`config.mk`:
```
export PLATFORM = sky130hd
export DESIGN_NAME = uart_byte_rx
export DESIGN_NICKNAME = d
export VERILOG_FILES = /design/src/rtl/uart_pkg.sv /design/src/rtl/sync_ff.sv /design/src/rtl/uart_byte_rx.sv
export SDC_FILE = /design/constraint.sdc
export NUM_CORES = 1
export LEC_CHECK = 0
export ABC_AREA = 1
export CORE_UTILIZATION = 35
export CTS_BUF_LIST = sky130_fd_sc_hd__clkbuf_16
export DETAILED_ROUTE_END_ITERATION = 8
export DONT_BUFFER_PORTS = 1
export GPL_TIMING_DRIVEN = 0
export PLACE_DENSITY = 0.59
export SETUP_SLACK_MARGIN = 0.2
export SYNTH_ARGS = -nofsm -noshare
export SYNTH_HDL_FRONTEND = slang
export SYNTH_SLANG_ARGS = --single-unit
```
`constraint.sdc`:
```
create_clock -name clk -period 1.5 [get_ports clk]
set_input_delay 0.3 -clock clk [delete_from_list [all_inputs] [get_ports clk]]
set_output_delay 0.3 -clock clk [all_outputs]
set_load 0.01 [all_outputs]
```
`src/rtl/uart_pkg.sv`:
```
// -----------------------------------------------------------------------------
// uart_pkg
// Shared types and constants for the UART byte receiver.
//   uart_state_e         : receiver FSM states (3-bit encoding)
//   DATA_BITS            : payload bits per frame
//   DEFAULT_CLKS_PER_BIT : 100 MHz clock at 115200 baud
// -----------------------------------------------------------------------------
package uart_pkg;

  localparam int DATA_BITS            = 8;
  localparam int DEFAULT_CLKS_PER_BIT = 868;

  typedef enum logic [2:0] {
    IDLE  = 3'd0,
    START = 3'd1,
    DATA  = 3'd2,
    STOP  = 3'd3,
    BREAK = 3'd4
  } uart_state_e;

endpackage : uart_pkg

```
`src/rtl/sync_ff.sv`:
```
// -----------------------------------------------------------------------------
// sync_ff
// STAGES-deep flop chain that brings an asynchronous level into the clk
// domain. Every flop resets to 1 so an idle UART line reads as idle straight
// out of reset.
//   clk   in   system clock
//   rst_n in   asynchronous active-low reset
//   d     in   asynchronous input
//   q     out  synchronised output (last flop of the chain)
// -----------------------------------------------------------------------------
module sync_ff #(
  parameter int STAGES = 2
) (
  input  logic clk,
  input  logic rst_n,
  input  logic d,
  output logic q
);

  logic stage_reg [STAGES];

  generate
    for (genvar gi = 0; gi < STAGES; gi++) begin : g_stage
      if (gi == 0) begin : g_first
        always_ff @(posedge clk or negedge rst_n) begin
          if (!rst_n) stage_reg[gi] <= 1'b1;
          else        stage_reg[gi] <= d;
        end
      end else begin : g_next
        always_ff @(posedge clk or negedge rst_n) begin
          if (!rst_n) stage_reg[gi] <= 1'b1;
          else        stage_reg[gi] <= stage_reg[gi-1];
        end
      end
    end
  endgenerate

  assign q = stage_reg[STAGES-1];

endmodule : sync_ff

```
`src/rtl/uart_byte_rx.sv`:
```
// -----------------------------------------------------------------------------
// uart_byte_rx
// 8N1 UART receiver. Samples each bit at its midpoint, delivers the byte with
// a one-cycle done strobe, and flags a low stop bit with a one-cycle
// frame_err strobe. After a framing error the receiver waits for the line to
// return high, so a held-low line (break) yields a single frame_err.
//   clk       in   system clock
//   rst_n     in   asynchronous active-low reset
//   rx        in   serial line, idles high, asynchronous to clk
//   data      out  last correctly framed byte, held until the next good one
//   done      out  one-cycle pulse, data valid in the same cycle
//   frame_err out  one-cycle pulse when the stop bit samples low
//   busy      out  high whenever the receiver is not idle
// -----------------------------------------------------------------------------
module uart_byte_rx
  import uart_pkg::*;
#(
  parameter int CLKS_PER_BIT = DEFAULT_CLKS_PER_BIT,
  parameter int SYNC_STAGES  = 2
) (
  input  logic                 clk,
  input  logic                 rst_n,
  input  logic                 rx,
  output logic [DATA_BITS-1:0] data,
  output logic                 done,
  output logic                 frame_err,
  output logic                 busy
);

  localparam int CNT_W = $clog2(CLKS_PER_BIT);
  localparam logic [CNT_W-1:0] HALF_LAST = CNT_W'(CLKS_PER_BIT / 2 - 1);
  localparam logic [CNT_W-1:0] FULL_LAST = CNT_W'(CLKS_PER_BIT - 1);

  logic                 rxs;
  uart_state_e          state_reg, state_next;
  logic [CNT_W-1:0]     clk_cnt_reg;
  logic [2:0]           bit_idx_reg;
  logic [DATA_BITS-1:0] shift_reg;
  logic [DATA_BITS-1:0] data_reg;
  logic                 done_reg, frame_err_reg;
  logic                 done_next, frame_err_next;
  logic                 half_hit, full_hit;

  sync_ff #(
    .STAGES (SYNC_STAGES)
  ) u_sync (
    .clk   (clk),
    .rst_n (rst_n),
    .d     (rx),
    .q     (rxs)
  );

  assign half_hit = (clk_cnt_reg == HALF_LAST);
  assign full_hit = (clk_cnt_reg == FULL_LAST);

  // State register
  always_ff @(posedge clk or negedge rst_n) begin
    if (!rst_n) state_reg <= IDLE;
    else        state_reg <= state_next;
  end

  // Next-state logic
  always_comb begin
    state_next = state_reg;
    unique case (state_reg)
      IDLE:    if (!rxs) state_next = START;
      // A start bit that is high again at its midpoint was only a glitch.
      START:   if (half_hit) state_next = rxs ? IDLE : DATA;
      DATA:    if (full_hit && bit_idx_reg == 3'd7) state_next = STOP;
      // Leaving STOP at mid-bit lets a back-to-back start edge be seen.
      STOP:    if (full_hit) state_next = rxs ? IDLE : BREAK;
      BREAK:   if (rxs) state_next = IDLE;
      default: state_next = IDLE;
    endcase
  end

  // Output logic; the pulses are registered so data and done update together.
  always_comb begin
    busy           = (state_reg != IDLE);
    done_next      = (state_reg == STOP) && full_hit && rxs;
    frame_err_next = (state_reg == STOP) && full_hit && !rxs;
  end

  // Counters, shift register and output registers
  always_ff @(posedge clk or negedge rst_n) begin
    if (!rst_n) begin
      clk_cnt_reg   <= '0;
      bit_idx_reg   <= '0;
      shift_reg     <= '0;
      data_reg      <= '0;
      done_reg      <= 1'b0;
      frame_err_reg <= 1'b0;
    end else begin
      done_reg      <= done_next;
      frame_err_reg <= frame_err_next;
      if (done_next) data_reg <= shift_reg;

      unique case (state_reg)
        START: begin
          if (half_hit) begin
            clk_cnt_reg <= '0;
            bit_idx_reg <= '0;
          end else begin
            clk_cnt_reg <= clk_cnt_reg + CNT_W'(1);
          end
        end
        DATA: begin
          if (full_hit) begin
            clk_cnt_reg            <= '0;
            shift_reg[bit_idx_reg] <= rxs;   // LSB arrives first
            bit_idx_reg            <= bit_idx_reg + 3'd1;
          end else begin
            clk_cnt_reg <= clk_cnt_reg + CNT_W'(1);
          end
        end
        STOP: begin
          if (full_hit) clk_cnt_reg <= '0;
          else          clk_cnt_reg <= clk_cnt_reg + CNT_W'(1);
        end
        default: clk_cnt_reg <= '0;  // IDLE and BREAK hold the counter cleared
      endcase
    end
  end

  assign data      = data_reg;
  assign done      = done_reg;
  assign frame_err = frame_err_reg;

endmodule : uart_byte_rx

```
Word-level counts from Yosys, hierarchy flattened
Cells that the tools add are included.
{ "totals": {"reg_bits": 36, "inputBits": 3, "output_inout_bits": 11, "wordCells": 56} }
{ "op_classes": {"add_sub_neg": 2, "magnitude_cmp": 2, "n_eq_ne": 13, "muxes": 17, "reduce_logical": 13} }
{ "ops": {"columns": ["op", "n"], "rows": [
  ["3-bit two-way mux", 8],
  ["10-bit two-way mux", 2],
  ["10-bit one-hot mux with 2 select lines", 1],
  ["3-bit one-hot mux with 5 select lines", 1],
  ["10-bit by 1-bit adder with 10-bit output (second input constant)", 1],
  ["10-bit == test (second input constant)", 1],
  ["10-bit by 9-bit == test with 1-bit output (second input constant)", 1],
  ["2-bit inequality test (second input constant)", 5],
  ["8-bit bitwise mux", 1],
  ["3-bit by 2-bit == test with 1-bit output (second input constant)", 2],
  ["3-bit == test (second input constant)", 2],
  ["3-bit one-hot mux with 2 select lines", 1],
  ["1-bit logical AND", 5],
  ["5-bit AND reduction", 1],
  ["3-bit by 4-bit less-than comparator with 1-bit output (second input constant)", 1],
  ["3-bit by 1-bit adder with 3-bit output (second input constant)", 1],
  ["1-bit demux with 3-bit select", 1],
  ["3-bit by 1-bit == test with 1-bit output (second input constant)", 1],
  ["3-bit by 1-bit greater-or-equal comparator with 1-bit output (second input constant)", 1],
  ["3-bit zero test", 1],
  ["3-bit AND reduction", 1],
  ["3-bit nonzero test", 1],
  ["2-bit two-way mux", 1],
  ["2-bit by 1-bit inequality test with 1-bit output (second input constant)", 1],
  ["other kinds (5)", 5]
]} }

Longest topological paths before layout
Gate-level depths: netlist of run 1.
{ "depth": {"ltp_word": 5, "depth_mapped": 9, "mapped_depth_nobuf": 9} }

Cells and area by module
A second synthesis of run 1 with hierarchy kept.
{ "hier_totals": {"cells_unflattened": 232, "hier_area_um2": 1864.3} }
{ "modules_own_cells": {"columns": ["module", "n_inst", "cells_each", "area_each_um2", "seq_area_each_um2"], "rows": [
  ["uart_byte_rx", 1, 230, 1811.7, 850.8],
  ["sync_ff", 1, 2, 52.6, 52.6]
]} }

Worst setup path after synthesis of run 1
OpenSTA, ideal clock, no wires.
{ "synth_path": {"path_type": "register to register", "startpoint": "reg clk_cnt_reg[0]", "endpoint": "reg bit_idx_reg[1]", "setup_ns": 0.117, "arrival_ns": 1.286, "required_time_ns": 1.383, "path_slack_ns": 0.097, "path_stages_with_launch": 9, "path_buffers": 0, "synth_period_minus_slack_ns": 1.403, "cell_sequence": "dfrtp_1 ha_1 nand3_1 nor2_2 nand2_2 o21ai_2 nand2_2 nand2_1 nand2_1"} }
{ "synth_via": {"elab_chain_len": 3, "word_cells_on_any_way": 5, "classes_between": "eq/ne: 4; reduce/logical: 1"} }
{ "synth_rtl": {"columns": ["item", "line_no", "rtl"], "rows": [
  ["from (decl)", "uart_byte_rx.sv:36", "logic [CNT_W-1:0] clk_cnt_reg;"],
  ["from (signal assigned)", "uart_byte_rx.sv:104", "clk_cnt_reg <= clk_cnt_reg + CNT_W'(1);"],
  ["from (signal assigned)", "uart_byte_rx.sv:113", "clk_cnt_reg <= clk_cnt_reg + CNT_W'(1);"],
  ["from (signal assigned)", "uart_byte_rx.sv:118", "else clk_cnt_reg <= clk_cnt_reg + CNT_W'(1);"],
  ["10-bit == test or 10-bit by 9-bit == test with 1-bit output (tied branches)", "uart_byte_rx.sv:54, uart_byte_rx.sv:53", null],
  ["2-bit inequality test (no source line)", null, null],
  ["3-bit AND reduction (no source line) *", null, null],
  ["to (signal assigned)", "uart_byte_rx.sv:111", "bit_idx_reg <= bit_idx_reg + 3'd1;"],
  ["to (decl)", "uart_byte_rx.sv:37", "logic [2:0] bit_idx_reg;"]
]} }
Every way passes the cells marked *; elsewhere a longest branch is shown, timed or not.
A chain may end at the register's enable or synchronous reset.

Worst setup path after layout of run 1
{ "layout_path": {"startpoint": "reg clk_cnt_reg[2]", "endpoint": "reg data_reg[2] (netlist: data[2])"} }
{ "layout_via": {"elab_chain_len": 3} }
{ "layout_rtl": {"columns": ["item", "line_no", "rtl"], "rows": [
  ["10-bit == test", "uart_byte_rx.sv:54", "assign full_hit = (clk_cnt_reg == FULL_LAST);"],
  ["1-bit logical AND (2 in series)", "uart_byte_rx.sv:80", "done_next = (state_reg == STOP) && full_hit && rxs;"],
  ["to (signal assigned)", "uart_byte_rx.sv:96", "if (done_next) data_reg <= shift_reg;"],
  ["to (decl)", "uart_byte_rx.sv:39", "logic [DATA_BITS-1:0] data_reg;"]
]} }
No other way between the ends.

==> metrics.yaml, run 1 <==
die_area_um2: 5570
cp.required_ns: 1.67
fin_cells: 324
finalNetCount: 260
via_per_inst: 4.54
slew_headroom_pct: 82.7
crit_path_start_kind: "flop"
overflow: 0
synth_commonest_cells: "nand2_1, dfrtp_1, inv_1, nor2_1, nand3_1"
avgSynthCellArea_um2: 8.21
wl_per_cell_um: 11.0
ys_warn_count: 0
hpwlAfterDp_mm: 2.34
syn_to_final_growth_pct: 30.0
ant_nets: 0
grt_setup_unrepaired: "yes"
cts_tree: "done"
clkSlewWorstSetupHoldPaths_ns: 0.05
die_x_um: 74.7
crit_arrival_ns: 1.65
place_ws_ns: -0.0146
synth_edf_count: 0
fmax_mhz: 675
endpoint_kind: "flop"
seq_area_frac_synth_pct: 48.9
startpoint: "clk_cnt_reg[2]$_DFF_PN0_"
min_path_type: "in2reg"
drv_slew: 0
ys_ff_latch: 36
grt_pass1_vias: 1325
n_antenna_cell: 0
r2r-start: "clk_cnt_reg[2]$_DFF_PN0_"
htreeDepth: 2
antenna_found_initial: 0
outcome: "completed"
clockRootBuffer: "clkbuf_16"
groute.usage.overall_pct: 14.6
first_iter_violations: 50
cts_sinks: 36
cts_buffers: 5
fin_worst_skew_ns: 0.00439
fin_area_um2: 2400
fin_setup_tns_ns: 0
synth_most_common_cell: "nand2_1"
async_flop_share_pct: 100
clk-insertion-delay-late_ns: 0.28
initial_utilization_pct: 36.2
ir_drop_uv: 416
synth.largest_area_cell: "dfrtp_1"
place_inst: 295
gp_congestion: 0.823
wl_mm: 3.57
vias: 1471
drive_gt1_share_pct: 35.4
syn_nets: 232
drc: 0
worstMarginPinSlew_ns: 0.259
min_from: "rx"
synth_cells: 225
power.leakage_uw: 0.00119
synth_top_area_share_pct: 46.0
num_io_pins: 14
port-buffer-count: 0
yosys.cell_types.count: 27
cp_max_fo: 5
synth_area_leaders: "dfrtp_1, nand2_1, inv_1, nor2_1, nand3_1"
fin_crit_ns: 1.48
grt_max_degree: 37
die_h_um: 74.7
setup_slack_ns: 0.0184
p_per_area_nw_per_um2: 834
min_period_over_period_pct: 98.8
report.final.setup_viol: 0
syn-cell-area_um2: 1850
largest_register_ffs: 10
dpl_cell_area_um2: 1960
grt_pass1_wl_mm: 5.95
finalHoldViolations: 0
clock_path_buffers: 2
core-area_um2: 5110
rows: 26
drt_pass1_iterations: 4
path_class: "reg2reg"
cap_viol_max_count: 0
synth_top_flop_cell: "dfrtp_1"
p_total_uw: 2000
[per-layer routing]
layer	global-route usage, %	wire (um)
met1	18.0	1610
met2	23.8	1730
met3	3.88	143
met4	6.92	78
met5	0	0
[worst paths after layout]
path | endpoint | slack (ns) | cells past startpoint
hold reg to reg | u_sync.q$_DFF_PN1_ | 0.35 | 0
hold / removal | u_sync.stage_reg[1]$_DFF_PN1_ | 0.01 | 0
setup reg to reg | data[2]$_DFFE_PN0P_ | 0.02 | 7
setup / recovery | data[2]$_DFFE_PN0P_ | 0.02 | 7
min in group asynchronous | clk_cnt_reg[1]$_DFF_PN0_ | 0.48 | 2
max in group asynchronous | u_sync.stage_reg[1]$_DFF_PN1_ | 0.78 | 2
[cell usage in the layout, fill, tap and decap left out, types with 6 or more instances in the layout]
| master | Yosys | final |
|---|---|---|
| buf_4 | 0 | 16 |
| dfrtp_1 | 34 | 29 |
| inv_1 | 25 | 22 |
| nand2_1 | 66 | 55 |
| nand2_2 | 9 | 19 |
| nand3_1 | 14 | 9 |
| nor2_1 | 22 | 19 |
| nor2_2 | 7 | 6 |
| o21ai_1 | 7 | 7 |
[critical path, cell delays in order, from the launching register on]
cell     delay [ns]
dfrtp_2        0.42
nor2_4         0.15
nand4_1        0.16
nor3_2         0.21
nand2_2        0.16
buf_6          0.17
nand2_2        0.05
o21ai_2        0.04
[per-stage QoR]
stage	hold slack (ns)	util (%)
3_3_place_gp	0.00553	38.3
6_report	0.0113	47.0
2_1_floorplan	0.00441	-
4_1_cts	0.00759	45.3
3_5_place_dp	0.00596	38.3
5_1_grt	0.00684	47.0
[cell families (layout without fill, tap and decap cells)]
kind of cell	Yosys count	after routing	share of synthesized area, %
AOI/OAI and AO/OA	17	17	5.62
xor gates and xnor gates	4	4	1.90
adders and majority gates	4	4	2.71
buffers and inverters	29	58	6.43
DFF	36	36	48.9
and+or+nand+nor	135	135	34.5
[power breakdown]
group          internal [uW]  switching, uW
clock                    603            388
combinational           9.62           25.8
sequential               977           1.45
[layout make-up]
class / instances / area [um2]
flip-flops and latches: 36 / 910
well taps: 70 / 87.6
fillers: 510 / 2710
clock inverters: 3 / 13.8
plain buffers: 1 / 11.3
inverters: 28 / 113
repair buffers: 21 / 184
multi-input cells: 160 / 958
clock buffers: 5 / 125
[timing repair]
action | 4_1_cts | 5_1_grt
gates resized for setup | 19 | 21
hold buffers | 2 | 0
cloned | 1 | 0
pin swaps | 9 | 12
buffers inserted | 15 | 3
endpoints found under the setup margin | 35 | 35
hold endpoints to repair | 36 | 0
Note: power is estimated with default switching activity, not from simulation.
==> run 2: changes to the inputs <==
--- a/config.mk
+++ b/config.mk
@@ -6,6 +6,7 @@
 export NUM_CORES = 1
 export LEC_CHECK = 0
 export ABC_AREA = 1
+export CORE_ASPECT_RATIO = 0.7
 export CORE_UTILIZATION = 35
 export CTS_BUF_LIST = sky130_fd_sc_hd__clkbuf_16
 export DETAILED_ROUTE_END_ITERATION = 8
==> run 2 against run 1 <==
Compared with the run above:
- first-iteration DRC count up 110%
- clock skew down 0.00079 ns
- maximum frequency fell by 0.79%
- combinational power up 4%
- sequential power is essentially flat
- non-clock buffer count up 6
- cell count increased by 1.5%
- global-route usage grew 1.4 points
==> metrics.yaml, run 2 (synthesis results as in run 1) <==
grt_pass1_vias: 1421  # +7.2%
slowest_stage: "dfrtp_1"
rr_worst_depth: 7  # unchanged
drv_slew: 0  # unchanged
clock_path_buffers: 2  # unchanged
cts_sinks: 36  # unchanged
htreeDepth: 2  # unchanged
cap_viol_max_count: 0  # unchanged
fmax_mhz: 670  # -0.79%
hold_depth: 0  # unchanged
comb_power_share_pct: 1.9  # about the same
wl_mm: 4.24  # +19%
cp_slowest_stage_delay_ns: 0.40  # -0.02 ns
fin_crit_ns: 1.49  # +0.0118 ns
die_area_um2: 5580  # about the same
ant_nets: 0  # unchanged
crit_path_start_kind: "flop"
grt_pass1_wl_mm: 6.53  # +9.9%
hpwlAfterDp_mm: 2.54  # +8.8%
setup_slack_ns: 0.00664  # -0.0118 ns
die_h_um: 62.8  # -16%
min_path_type: "in2reg"
finalHoldViolations: 0  # unchanged
reg2reg_setup_slack_ns: 0.007  # about the same
ir_drop_uv: 324  # -22%
final_cell_mix: "nand2_1, dfrtp_1, inv_1"
place_ws_ns: -0.0646  # -0.0500 ns
dpl_cell_area_um2: 1960  # about the same
slew_headroom_pct: 80.7  # -2.0 points
overflow: 0  # unchanged
gp_congestion: 0.838  # +1.8%
drive_gt1_share_pct: 41.5  # +6.1 points
worstMarginPinSlew_ns: 0.290  # +0.0310 ns
path_class: "reg2reg"
core-area_um2: 4910  # -3.8%
power_frac_clock_pct: 49.0  # -0.4 points
via_per_inst: 4.89  # +7.7%
finalNetCount: 266  # +2.3%
power_frac_seq_pct: 49.2  # +0.4 points
clockRootBuffer: "clkbuf_16"
r2r-start: "clk_cnt_reg[1]$_DFF_PN0_"
grt_setup_unrepaired: "yes"
wl_per_cell_um: 12.9  # +17%
internal-power_uw: 1590  # -0.20%
cts_buffers: 5  # unchanged
largest_register_ffs: 10  # unchanged
r2r_end: "data[2]$_DFFE_PN0P_"
use_met3_pct: 4.36  # +0.48 points
die_x_um: 88.9  # +19%
hold_ws_ns: 0.0144  # +0.00306 ns
clk-insertion-delay-late_ns: 0.28  # about the same
fin_worst_skew_ns: 0.00360  # -0.000794 ns
grt.met1_usage_pct: 22.6  # +4.6 points
num_io_pins: 14  # unchanged
busiest_layer: "met1"
first_iter_violations: 103  # +110%
report.final.setup_viol: 0  # unchanged
vias: 1608  # +9.3%
port-buffer-count: 0  # unchanged
cts_tree: "done"
groute.usage.overall_pct: 16.0  # +1.4 points
grt_max_degree: 37  # unchanged
power.leakage_uw: 0.00128  # +7.1%
cp.required_ns: 1.67  # about the same
cp_max_fo: 5  # unchanged
drt_pass1_iterations: 4  # unchanged
fill_cells: 439  # -14%
p_per_area_nw_per_um2: 770  # -7.8%
hold_path_end: "u_sync.stage_reg[1]$_DFF_PN1_"
min_period_over_period_pct: 99.6  # +0.79 points
crit_arrival_ns: 1.67  # +0.02 ns
crit_chain: "ha_4, nand4_1, nor3_2, nand2_2, buf_6, nand2_4, o21ai_2"
outcome: "completed"
endpoint_kind: "flop"
antenna_found_initial: 0  # unchanged
clkSlewWorstSetupHoldPaths_ns: 0.05  # about the same
n_antenna_cell: 0  # unchanged
fin_area_um2: 2580  # +7.6%
p_sw_uw: 404  # -2.8%
syn_to_final_growth_pct: 39.9
initial_utilization_pct: 37.6  # +1.4 points
use_met2_pct: 22.5  # -1.3 points
switching_share_pct: 20.3  # -0.44 points
drc: 0  # unchanged
rows: 21  # -19%
min_from: "rx"
layout_commonest_cell: "nand2_1"
[run 2: worst max path at each step]
stage,startpoint,to,slack (ns)
2_1_floorplan,clk_cnt_reg[0]$_DFF_PN0_,bit_idx_reg[1]$_DFFE_PN0P_,0.16
3_3_place_gp,clk_cnt_reg[0]$_DFF_PN0_,data[2]$_DFFE_PN0P_,-0.03
3_5_place_dp,clk_cnt_reg[0]$_DFF_PN0_,data[2]$_DFFE_PN0P_,-0.06
4_1_cts,clk_cnt_reg[1]$_DFF_PN0_,data[0]$_DFFE_PN0P_,0.01
5_1_grt,clk_cnt_reg[1]$_DFF_PN0_,data[4]$_DFFE_PN0P_,-0.07
6_report,clk_cnt_reg[1]$_DFF_PN0_,data[2]$_DFFE_PN0P_,0.007
[run 2: stage by stage]
stage / TNS (ns) / power, uW / std cells / utilization (%)
after global routing: -0.902 / 2060 / 329 / 52.6
final: 0 / 1990 / 329 / 52.6
after global placement: -0.164 / 1000 / 294 / 39.8
after floorplan: 0 / 999 / 225 / -
after detailed placement: -0.359 / 1000 / 294 / 39.8
after CTS: 0 / 2010 / 325 / 48.6
[run 2: worst max-delay path, delay by kind of cell, from the launching register on]
kind                     cells  cell delay, ns
AND/OR/NAND/NOR              4            0.58
AO/OA/AOI/OAI                1            0.05
adder cells (fa/ha/maj)      1            0.19
buffers and inverters        1            0.17
flip-flops                   1            0.40
[run 2: routing by layer]
layer | up-vias | wire, um
met4 | 0 | 91
met3 | 8 | 209
met1 | 776 | 2020
met2 | 43 | 1920
met5 | - | 0
li1 | 781 | -
[run 2: power groups by stage]
stage          sequential [uW]  combinational (uW)  clock, uW
6_report                   979                36.9        974
5_1_grt                    978                43.2       1040
4_1_cts                    978                38.2        994
3_5_place_dp               998                4.29          0
3_3_place_gp               998                4.18          0
2_1_floorplan              996                3.15          0
[run 2: repair_timing]
action                     4_1_cts  5_1_grt
buffers inserted                20        4
resized for setup               34       41
cloned                           1        0
pin swaps                       15        9
hold buffers                     2        0
setup endpoints to repair       33       34
hold endpoints to repair        36        0
[run 2: final cells by class]
class                      count  area, um2  area share (%)
multi-input combinational    160       1080            41.9
timing repair buffer          27        236            9.15
clock buffer                   5        125            4.84
tap                           69       86.3            3.34
clock inverter                 3       12.5           0.484
inverter                      28        123            4.74
buffer                         1       11.3           0.436
sequential                    36        908            35.1
